--- config.mk ---
export PLATFORM = sky130hd
export DESIGN_NAME = lsu_stage_flat
export DESIGN_NICKNAME = d
export VERILOG_FILES = /design/src/rtl/lsu_stage_if.sv /design/src/rtl/lsu_stage.sv /design/src/flat_wrapper.sv
export SDC_FILE = /design/constraint.sdc
export NUM_CORES = 1
export LEC_CHECK = 0
export ABC_AREA = 0
export CAP_MARGIN = 20
export CORE_AREA = 2 2 116 118
export CTS_CLUSTER_SIZE = 28
export DETAILED_ROUTE_END_ITERATION = 16
export DIE_AREA = 0 0 118 120
export HOLD_SLACK_MARGIN = 0.06
export PLACE_DENSITY_LB_ADDON = 0.1
export SLEW_MARGIN = 30
export SYNTH_ARGS = -nofsm -noshare
export SYNTH_HDL_FRONTEND = slang
export SYNTH_SLANG_ARGS = --single-unit
--- constraint.sdc ---
create_clock -name clk -period 2.27 [get_ports clk]
set_input_delay 0.3405 -clock clk [delete_from_list [all_inputs] [get_ports clk]]
set_output_delay 0.3405 -clock clk [all_outputs]
set_load 0.05 [all_outputs]
--- src/rtl/lsu_stage_if.sv ---
// Data-bus bundle between the load/store stage and the data memory.
// Single outstanding access: the master holds req/addr/we/wdata/wstrb
// until the slave returns a one-cycle ack with read data.
interface lsu_stage_if;
    logic        bus_req;
    logic        bus_we;
    logic [31:0] bus_addr;
    logic [31:0] bus_wdata;
    logic [3:0]  bus_wstrb;
    logic [31:0] bus_rdata;
    logic        bus_ack;

    modport master (
        output bus_req, bus_we, bus_addr, bus_wdata, bus_wstrb,
        input  bus_rdata, bus_ack
    );

    modport slave (
        input  bus_req, bus_we, bus_addr, bus_wdata, bus_wstrb,
        output bus_rdata, bus_ack
    );
endinterface

--- src/rtl/lsu_stage.sv ---
// Load/store pipeline stage sitting between EX and WB.
// Non-memory ops flow through in one cycle. Aligned loads/stores launch
// a single bus access and freeze the front of the pipe until the ack.
// Misaligned accesses never reach the bus; they retire with a one-cycle
// misalign pulse and no register write.
module lsu_stage #(
    parameter int BITWIDTH = 32
) (
    input  logic                clk,
    input  logic                rst,
    input  logic                ex_valid,
    input  logic [BITWIDTH-1:0] ex_result,
    input  logic [BITWIDTH-1:0] ex_rs2Data,
    input  logic                ex_memRead,
    input  logic                ex_memWrite,
    input  logic [2:0]          ex_func3,
    input  logic [4:0]          ex_rd,
    input  logic                ex_regWrite,
    output logic                stall,
    lsu_stage_if.master         bus,
    output logic                mem_wb_valid,
    output logic [BITWIDTH-1:0] mem_wb_rdData,
    output logic [4:0]          mem_wb_rd,
    output logic                mem_wb_regWrite,
    output logic                misalign
);

    typedef enum logic [0:0] {
        ST_IDLE = 1'b0,
        ST_BUSY = 1'b1
    } state_t;

    // Access size after folding the reserved func3 codes onto word.
    localparam logic [1:0] SZ_B = 2'd0;
    localparam logic [1:0] SZ_H = 2'd1;
    localparam logic [1:0] SZ_W = 2'd2;

    function automatic logic [1:0] decode_size(input logic [2:0] func3);
        logic [1:0] size;
        case (func3)
            3'b000, 3'b100: size = SZ_B;
            3'b001, 3'b101: size = SZ_H;
            default:        size = SZ_W;
        endcase
        return size;
    endfunction

    function automatic logic is_aligned(input logic [1:0] size, input logic [1:0] lo);
        logic ok;
        case (size)
            SZ_B:    ok = 1'b1;
            SZ_H:    ok = (lo[0] == 1'b0);
            default: ok = (lo == 2'b00);
        endcase
        return ok;
    endfunction

    function automatic logic [31:0] store_wdata(input logic [1:0] size, input logic [31:0] rs2);
        logic [31:0] data;
        case (size)
            SZ_B:    data = {4{rs2[7:0]}};
            SZ_H:    data = {2{rs2[15:0]}};
            default: data = rs2;
        endcase
        return data;
    endfunction

    function automatic logic [3:0] store_wstrb(input logic [1:0] size, input logic [1:0] lo);
        logic [3:0] strb;
        case (size)
            SZ_B:    strb = 4'b0001 << lo;
            SZ_H:    strb = (lo == 2'b10 || lo == 2'b11) ? 4'b1100 : 4'b0011;
            default: strb = 4'b1111;
        endcase
        return strb;
    endfunction

    function automatic logic [31:0] load_extract(input logic [1:0]  size,
                                                 input logic        zext,
                                                 input logic [1:0]  lo,
                                                 input logic [31:0] rdata);
        logic [7:0]  lane_b;
        logic [15:0] lane_h;
        logic [31:0] data;
        case (lo)
            2'b00:   lane_b = rdata[7:0];
            2'b01:   lane_b = rdata[15:8];
            2'b10:   lane_b = rdata[23:16];
            default: lane_b = rdata[31:24];
        endcase
        case (lo)
            2'b00, 2'b01: lane_h = rdata[15:0];
            default:      lane_h = rdata[31:16];
        endcase
        case (size)
            SZ_B:    data = zext ? {24'd0, lane_b} : {{24{lane_b[7]}}, lane_b};
            SZ_H:    data = zext ? {16'd0, lane_h} : {{16{lane_h[15]}}, lane_h};
            default: data = rdata;
        endcase
        return data;
    endfunction

    state_t        state_r;
    logic          bus_req_r;
    logic          bus_we_r;
    logic [31:0]   bus_addr_r;
    logic [31:0]   bus_wdata_r;
    logic [3:0]    bus_wstrb_r;
    logic          wb_valid_r;
    logic [31:0]   wb_data_r;
    logic [4:0]    wb_rd_r;
    logic          wb_rw_r;
    logic          misalign_r;
    logic [1:0]    lat_lo_r;
    logic [1:0]    lat_size_r;
    logic          lat_zext_r;
    logic [4:0]    lat_rd_r;
    logic          lat_rw_r;
    logic          lat_store_r;

    logic          mem_op_s;
    logic [1:0]    size_s;
    logic          aligned_s;
    logic          issue_s;
    logic          stall_s;

    // Decode the EX request and form the pipeline freeze.
    always_comb begin
        mem_op_s  = ex_memRead | ex_memWrite;
        size_s    = decode_size(ex_func3);
        aligned_s = is_aligned(size_s, ex_result[1:0]);
        issue_s   = (state_r == ST_IDLE) & ex_valid & mem_op_s & aligned_s;
        stall_s   = 1'b0;
        if (rst) begin
            stall_s = 1'b0;
        end else if (state_r == ST_BUSY) begin
            stall_s = ~bus.bus_ack;
        end else begin
            stall_s = issue_s;
        end
    end

    // Control FSM with registered bus and MEM/WB outputs.
    always_ff @(posedge clk) begin
        if (rst) begin
            state_r     <= ST_IDLE;
            bus_req_r   <= 1'b0;
            bus_we_r    <= 1'b0;
            bus_addr_r  <= 32'd0;
            bus_wdata_r <= 32'd0;
            bus_wstrb_r <= 4'd0;
            wb_valid_r  <= 1'b0;
            wb_data_r   <= 32'd0;
            wb_rd_r     <= 5'd0;
            wb_rw_r     <= 1'b0;
            misalign_r  <= 1'b0;
            lat_lo_r    <= 2'd0;
            lat_size_r  <= 2'd0;
            lat_zext_r  <= 1'b0;
            lat_rd_r    <= 5'd0;
            lat_rw_r    <= 1'b0;
            lat_store_r <= 1'b0;
        end else begin
            case (state_r)
                ST_IDLE: begin
                    misalign_r <= 1'b0;
                    if (!ex_valid) begin
                        wb_valid_r <= 1'b0;
                        wb_data_r  <= 32'd0;
                        wb_rd_r    <= 5'd0;
                        wb_rw_r    <= 1'b0;
                    end else if (!mem_op_s) begin
                        wb_valid_r <= 1'b1;
                        wb_data_r  <= ex_result;
                        wb_rd_r    <= ex_rd;
                        wb_rw_r    <= ex_regWrite;
                    end else if (!aligned_s) begin
                        wb_valid_r <= 1'b1;
                        wb_data_r  <= 32'd0;
                        wb_rd_r    <= ex_rd;
                        wb_rw_r    <= 1'b0;
                        misalign_r <= 1'b1;
                    end else begin
                        // A write bit wins over a read bit: both set means store.
                        state_r     <= ST_BUSY;
                        wb_valid_r  <= 1'b0;
                        wb_rw_r     <= 1'b0;
                        bus_req_r   <= 1'b1;
                        bus_we_r    <= ex_memWrite;
                        bus_addr_r  <= {ex_result[31:2], 2'b00};
                        bus_wdata_r <= store_wdata(size_s, ex_rs2Data);
                        bus_wstrb_r <= ex_memWrite ? store_wstrb(size_s, ex_result[1:0]) : 4'b0000;
                        lat_lo_r    <= ex_result[1:0];
                        lat_size_r  <= size_s;
                        lat_zext_r  <= ex_func3[2];
                        lat_rd_r    <= ex_rd;
                        lat_rw_r    <= ex_regWrite;
                        lat_store_r <= ex_memWrite;
                    end
                end
                ST_BUSY: begin
                    misalign_r <= 1'b0;
                    if (bus.bus_ack) begin
                        state_r     <= ST_IDLE;
                        bus_req_r   <= 1'b0;
                        bus_we_r    <= 1'b0;
                        bus_wstrb_r <= 4'd0;
                        wb_valid_r  <= 1'b1;
                        wb_rd_r     <= lat_rd_r;
                        if (lat_store_r) begin
                            wb_data_r <= 32'd0;
                            wb_rw_r   <= 1'b0;
                        end else begin
                            wb_data_r <= load_extract(lat_size_r, lat_zext_r, lat_lo_r, bus.bus_rdata);
                            wb_rw_r   <= lat_rw_r;
                        end
                    end else begin
                        wb_valid_r <= 1'b0;
                        wb_rw_r    <= 1'b0;
                    end
                end
                default: begin
                    state_r    <= ST_IDLE;
                    bus_req_r  <= 1'b0;
                    wb_valid_r <= 1'b0;
                    wb_rw_r    <= 1'b0;
                    misalign_r <= 1'b0;
                end
            endcase
        end
    end

    assign stall           = stall_s;
    assign bus.bus_req     = bus_req_r;
    assign bus.bus_we      = bus_we_r;
    assign bus.bus_addr    = bus_addr_r;
    assign bus.bus_wdata   = bus_wdata_r;
    assign bus.bus_wstrb   = bus_wstrb_r;
    assign mem_wb_valid    = wb_valid_r;
    assign mem_wb_rdData   = wb_data_r;
    assign mem_wb_rd       = wb_rd_r;
    assign mem_wb_regWrite = wb_rw_r;
    assign misalign        = misalign_r;

endmodule

--- src/flat_wrapper.sv ---
// flat-port wrapper written by rule: the top's interface ports become plain ports
module lsu_stage_flat 
#(
    parameter int BITWIDTH = 32
)
  (clk, rst, ex_valid, ex_result, ex_rs2Data, ex_memRead, ex_memWrite, ex_func3, ex_rd, ex_regWrite, stall, mem_wb_valid, mem_wb_rdData, mem_wb_rd, mem_wb_regWrite, misalign, bus_bus_req, bus_bus_we, bus_bus_addr, bus_bus_wdata, bus_bus_wstrb, bus_bus_rdata, bus_bus_ack);
  lsu_stage_if bus_i ();
  input  logic clk;
  input  logic rst;
  input  logic ex_valid;
  input  logic [BITWIDTH-1:0] ex_result;
  input  logic [BITWIDTH-1:0] ex_rs2Data;
  input  logic ex_memRead;
  input  logic ex_memWrite;
  input  logic [2:0] ex_func3;
  input  logic [4:0] ex_rd;
  input  logic ex_regWrite;
  output logic stall;
  output logic mem_wb_valid;
  output logic [BITWIDTH-1:0] mem_wb_rdData;
  output logic [4:0] mem_wb_rd;
  output logic mem_wb_regWrite;
  output logic misalign;
  output wire logic [$bits(bus_i.bus_req)-1:0] bus_bus_req;
  output wire logic [$bits(bus_i.bus_we)-1:0] bus_bus_we;
  output wire logic [$bits(bus_i.bus_addr)-1:0] bus_bus_addr;
  output wire logic [$bits(bus_i.bus_wdata)-1:0] bus_bus_wdata;
  output wire logic [$bits(bus_i.bus_wstrb)-1:0] bus_bus_wstrb;
  input wire logic [$bits(bus_i.bus_rdata)-1:0] bus_bus_rdata;
  input wire logic [$bits(bus_i.bus_ack)-1:0] bus_bus_ack;
  assign bus_bus_req = bus_i.bus_req;
  assign bus_bus_we = bus_i.bus_we;
  assign bus_bus_addr = bus_i.bus_addr;
  assign bus_bus_wdata = bus_i.bus_wdata;
  assign bus_bus_wstrb = bus_i.bus_wstrb;
  assign bus_i.bus_rdata = bus_bus_rdata;
  assign bus_i.bus_ack = bus_bus_ack;
  lsu_stage #(.BITWIDTH(BITWIDTH)) u_core (.clk(clk), .rst(rst), .ex_valid(ex_valid), .ex_result(ex_result), .ex_rs2Data(ex_rs2Data), .ex_memRead(ex_memRead), .ex_memWrite(ex_memWrite), .ex_func3(ex_func3), .ex_rd(ex_rd), .ex_regWrite(ex_regWrite), .stall(stall), .bus(bus_i), .mem_wb_valid(mem_wb_valid), .mem_wb_rdData(mem_wb_rdData), .mem_wb_rd(mem_wb_rd), .mem_wb_regWrite(mem_wb_regWrite), .misalign(misalign));
endmodule
* After elaboration in Yosys (flattened, before gate mapping)
Index checks and enable logic that the tools add are counted.
Operators by class: equal/unequal tests 14, shift-type cells 1, mux-type cells 56, bitwise operators 7, reduce and logical (&&, ||, !) cells 12
Operator list (count):
- $mux 32 | 7
- $pmux 32 s2 | 3
- $mux 4 | 6
- $pmux 8 s3 | 1
- $mux 1 | 23
- $mux 5 | 4
- $mux 16 | 1
- $pmux 4 s2 | 2
- $pmux 1 s2 | 7
- $pmux 5 s2 | 1
- $logic_not 2->1 | 4
- $reduce_and 4->1 | 2
- $eq 2x1->1 const B | 3
- $eq 2x2->1 const B | 3
- $eq 3x3->1 const B | 2
- $reduce_or 2->1 | 3
- $ne 2x1->1 const B | 2
- $ne 2x2->1 const B | 2
- $ne 4x4->1 const B | 1
- $pmux 2 s2 | 1
- $shl 1x2->4 const A | 1
- $and 1x1->1 | 3
- $eq 3x1->1 const B | 1
- $logic_not 3->1 | 1
- 4 further kinds | 6
Storage, ports and cells: flip-flop bits (word level) 121, input bits 111, output and inout port bits 111, word-level logic and storage cells 107

* Depth between registers and ports, before layout
depth after elaboration 10, depth in mapped cells 9, gate-level depth less buffers 4

* Worst setup path after synthesis
Ideal clock, no wire load.
path type input to output, from input ex_func3[1], to output stall, arrival time 1.744 ns, data required time 1.929 ns, slack 0.186 ns, cell stages on the path 5, buffers on the path 2, path through clkbuf_1 -> o21ai_1 -> a41oi_4 -> buf_2 -> nor2_1
On the way: cells in the longest elaborated chain, start to end 8, elaborated cells on any way between the ends 13, classes of those cells eq/ne (4); mux (4); bitwise (1); reduce/logical (4)
Ends and longest elaborated chain:
- start, declared | RTL line flat_wrapper.sv:15 | input logic [2:0] ex_func3;
- $eq 3x1->1, or another cell as far along | RTL line lsu_stage.sv:40 | case (func3)
- $reduce_or 2->1 | RTL line lsu_stage.sv:40
- $pmux 2 s2 (*) | RTL line lsu_stage.sv:40
- $eq 2x1->1 or $logic_not 2->1 (tied branches) | RTL line lsu_stage.sv:50 | case (size)
- $pmux 1 s2 (*) | RTL line lsu_stage.sv:50
- $and 1x1->1 (*) | RTL line lsu_stage.sv:132 | issue_s = (state_r == ST_IDLE) & ex_valid & mem_op_s & aligned_s;
- $mux 1 (*) | RTL line lsu_stage.sv:136 | end else if (state_r == ST_BUSY) begin
- $mux 1 (*) | RTL line lsu_stage.sv:134 | if (rst) begin
- end, declared | RTL line flat_wrapper.sv:18 | output logic stall;
Mark *: on every way between the ends. The rest lies on a longest branch, timed or not.

* Worst setup path after layout
from register u_core.state_r, to output stall
On the way: cells in the longest elaborated chain, start to end 6
Ends and longest elaborated chain:
- start, declared | RTL line lsu_stage.sv:103 | state_t state_r;
- start signal, assigned | RTL line lsu_stage.sv:146 | state_r <= ST_IDLE;
- start signal, assigned | RTL line lsu_stage.sv:185 | state_r <= ST_BUSY;
- start signal, assigned | RTL line lsu_stage.sv:204 | state_r <= ST_IDLE;
- $not 1->1 | RTL line lsu_stage.sv:132
- $and 1x1->1 (3 in a row) | RTL line lsu_stage.sv:132
- $mux 1 (*) | RTL line lsu_stage.sv:136
- $mux 1 (*) | RTL line lsu_stage.sv:134
Marked as above.

==> metrics <==
Rel. slew slack=~58%; Max Fclk=about 480 MHz; syn avg cell area=between 8 and 9 µm²; Max Cap Viol=0; Critical-path top delay cell=dfxtp_2; TritonCTS Buffers=17; core area=around 0.013 mm²; post-synth cell types=48; cell chain of the critical path=buf_4 > nor2b_1 > a41oi_4 > nor2_1 > buf_4; Least-Margin Pin Slew=slightly above 0.6 ns; post-route minimum period=between 2 and 2.5 ns; total power=6.76 mW; Post CTS Setup Buffer Count=0; Syn Inst Count=between 600 and 700; Rows=42; WP data required=around 1.9 ns; Setup-failing EPs final=0; synthesis-stage register bit count=around 120; Arr. time, crit path=between 1.5 and 2 ns; Die X-Extent=118 µm; # diodes=0; EDFF count, synth=0; Area Overhead vs Synth=54.7%; reg-to-reg startpoint=u_core.state_r; Final Net Count=around 1000; met3 wire len=roughly 1.7 mm; cell depth of the worst hold path=2; IO buf count=219; unrepaired setup endpoints after global routing=no; met2 wire len=9.38 mm; crit end category=primary output; Worst Hold Class=input pin to flip-flop; crit path launch type=flip-flop; max incr delay on CP=between 0.4 and 0.5 ns; Initial Util=42.9%; Yosys warnings=0; final setup margin=0.180 ns; H-tree Lvls=4; vias=just under 6000; DRC=0; Fin. Hold Viols=0; Final Wtd Congestion=between 0.9 and 1; Top Layer Used=met4; clock latency on the worst-skew pair=0.41 ns; GRT Overall Usage=about a quarter; DRT Wirelength=roughly 19 mm; FFs w/ async S/R, synth=0%; clock root buffer master=clkbuf_16; most used cell, CP=buf_4; Synth Cell Area=between 0.005 and 0.006 mm²; Via density=5.48; Reg2Reg Depth=4; layout cells sized above 1=9.28%; Routed WL per cell=18.0 µm; hold endpoint=u_core.mem_wb_rdData[23]; Final HPWL DP=between 10 and 15 mm; CTS tree=built; die height=about 120 µm; Top delay family on crit path=buffers and inverters; Overflow after GRT=0; WP buf/inv=2; DRT iter0 DRCs=545; Reg2Reg Setup Slack=between 0.4 and 0.5 ns; Leak Pwr=about 3.1 nW; Detail Route Antenna Nets=0; setup tns final=0 ns; CTS sink count=121; first-pass GRT wire length=29.4 mm; status=complete, no violations; IO Pins=between 200 and 250; worst clock skew=0.00638 ns; largest net degree at the start of global routing=70; Most used DFF post-synth=dfxtp_1; fin. max-slew vios=0; drt first pass iters=5; CTS max path bufs=2; CP max FO=12; Tcrit/Tclk final=around 92%; hold path start=rst; vias in the first global route=about 5700; Post-Place Setup Slack=roughly 0.090 ns; initial antenna violation count=0; Clock Pin Slew Worst Setup and Hold Paths=roughly 0.06 ns; met1 WL=7.53 mm; total die area=0.0142 mm²; worst reg2reg endpoint=u_core.mem_wb_rdData[2]; Hold-fix buffers, CTS=0; Seq/Total Area, Yosys=43.5%; post-cts sizing count=0; WS Path Type=flip-flop to primary output; PD cells=roughly 800 mW/mm²; Worst VDD drop=between 0.0005 and 0.0006 V
[cell type report]
class                      instances  area (µm²)
tap                              176         220
clock buffer                      23         468
multi-input combinational        490        2830
timing repair buffer             248        2490
sequential                       121        2420
fill                            1136        4370
inverter                           4        15.0
clock inverter                     8         168
[sequential cells by signal, indices dropped and copies added, names as in the netlist]
| register | flops |
|---|---|
| u_core.mem_wb_regWrite | 1 |
| u_core.bus.bus_wdata | 32 |
| u_core.bus.bus_req | 1 |
| u_core.bus.bus_addr | 30 |
| u_core.lat_store_r | 1 |
| u_core.state_r | 1 |
| u_core.lat_lo_r | 2 |
| u_core.misalign | 1 |
| u_core.mem_wb_rd | 5 |
| u_core.lat_size_r | 2 |
| u_core.lat_zext_r | 1 |
| u_core.mem_wb_rdData | 32 |
| u_core.bus.bus_wstrb | 4 |
| u_core.mem_wb_valid | 1 |
| u_core.lat_rw_r | 1 |
| u_core.bus.bus_we | 1 |
| u_core.lat_rd_r | 5 |
[per-stage QoR]
step                      hold WS [ns]  util, %  cells  instance area (µm²)
after floorplan                  0.432        -    679                 5570
after global placement           0.438     61.4   1039                 7970
after detailed placement         0.445     61.4   1039                 7970
after CTS                        0.155     66.3   1070                 8610
after global routing             0.162     66.3   1070                 8610
final                            0.176     66.3   1070                 8610
[layout by cell type, fill, tap and decap left out, types with 7 or more instances in the layout]
cell,instances
nand3_1,7
o2111ai_1,7
clkbuf_16,17
a311oi_1,24
mux2i_1,24
a211oi_1,12
dfxtp_1,120
a22oi_1,18
a21oi_1,73
a211oi_2,18
nand2_1,156
buf_12,7
o22ai_1,7
nand2b_1,9
o21ai_0,25
nor2_1,66
clkdlybuf4s50_1,217
buf_4,24
[cell families after synthesis]
group                  Yosys count  share of synthesized area, %
AOI/OAI and AO/OA              208                          26.7
buffers and inverters           68                          6.09
DFF                            121                          43.5
muxes                           25                          4.72
other                            1                        0.0674
and+or+nand+nor                255                          18.9
[cell usage after synthesis, drive strengths merged, types with 7 or more instances]
master / number / share of area, %
clkbuf: 29 / 2.0
a22oi: 18 / 2.4
buf: 35 / 3.9
nand2b: 9 / 1.0
nand2: 156 / 11
mux2i: 24 / 4.3
nor2: 66 / 4.5
nand3: 7 / 0.63
a211oi: 30 / 5.7
o21ai: 26 / 2.3
o2111ai: 7 / 1.1
dfxtp: 121 / 44
o22ai: 7 / 0.79
a21oi: 73 / 6.6
a311oi: 24 / 3.8
[worst max path at each step]
stage | depth (start not counted) | startpoint | slack, ns | to
global route | 5 | u_core.state_r | 0.08 | stall
detailed placement | 5 | bus_bus_rdata[7] | 0.09 | u_core.mem_wb_rdData[11]
global placement | 5 | bus_bus_rdata[7] | 0.11 | u_core.mem_wb_rdData[14]
CTS | 5 | u_core.state_r | 0.03 | stall
floorplan | 5 | ex_func3[1] | 0.19 | stall
finish | 5 | u_core.state_r | 0.18 | stall
[metal layers]
metal / global-route usage (%) / up-vias
met5: 0 / -
met1: 30.0 / 2768
met3: 9.93 / 39
met4: 11.6 / 0
li1: - / 2804
met2: 45.0 / 254
[power breakdown]
group	switching [mW]	internal, mW	total [mW]
Sequential	0.0727	2.26	2.33
Clock	0.933	2.00	2.93
Combinational	0.913	0.585	1.50
Total	1.92	4.84	6.76
Power figures use the tool's default switching activity.
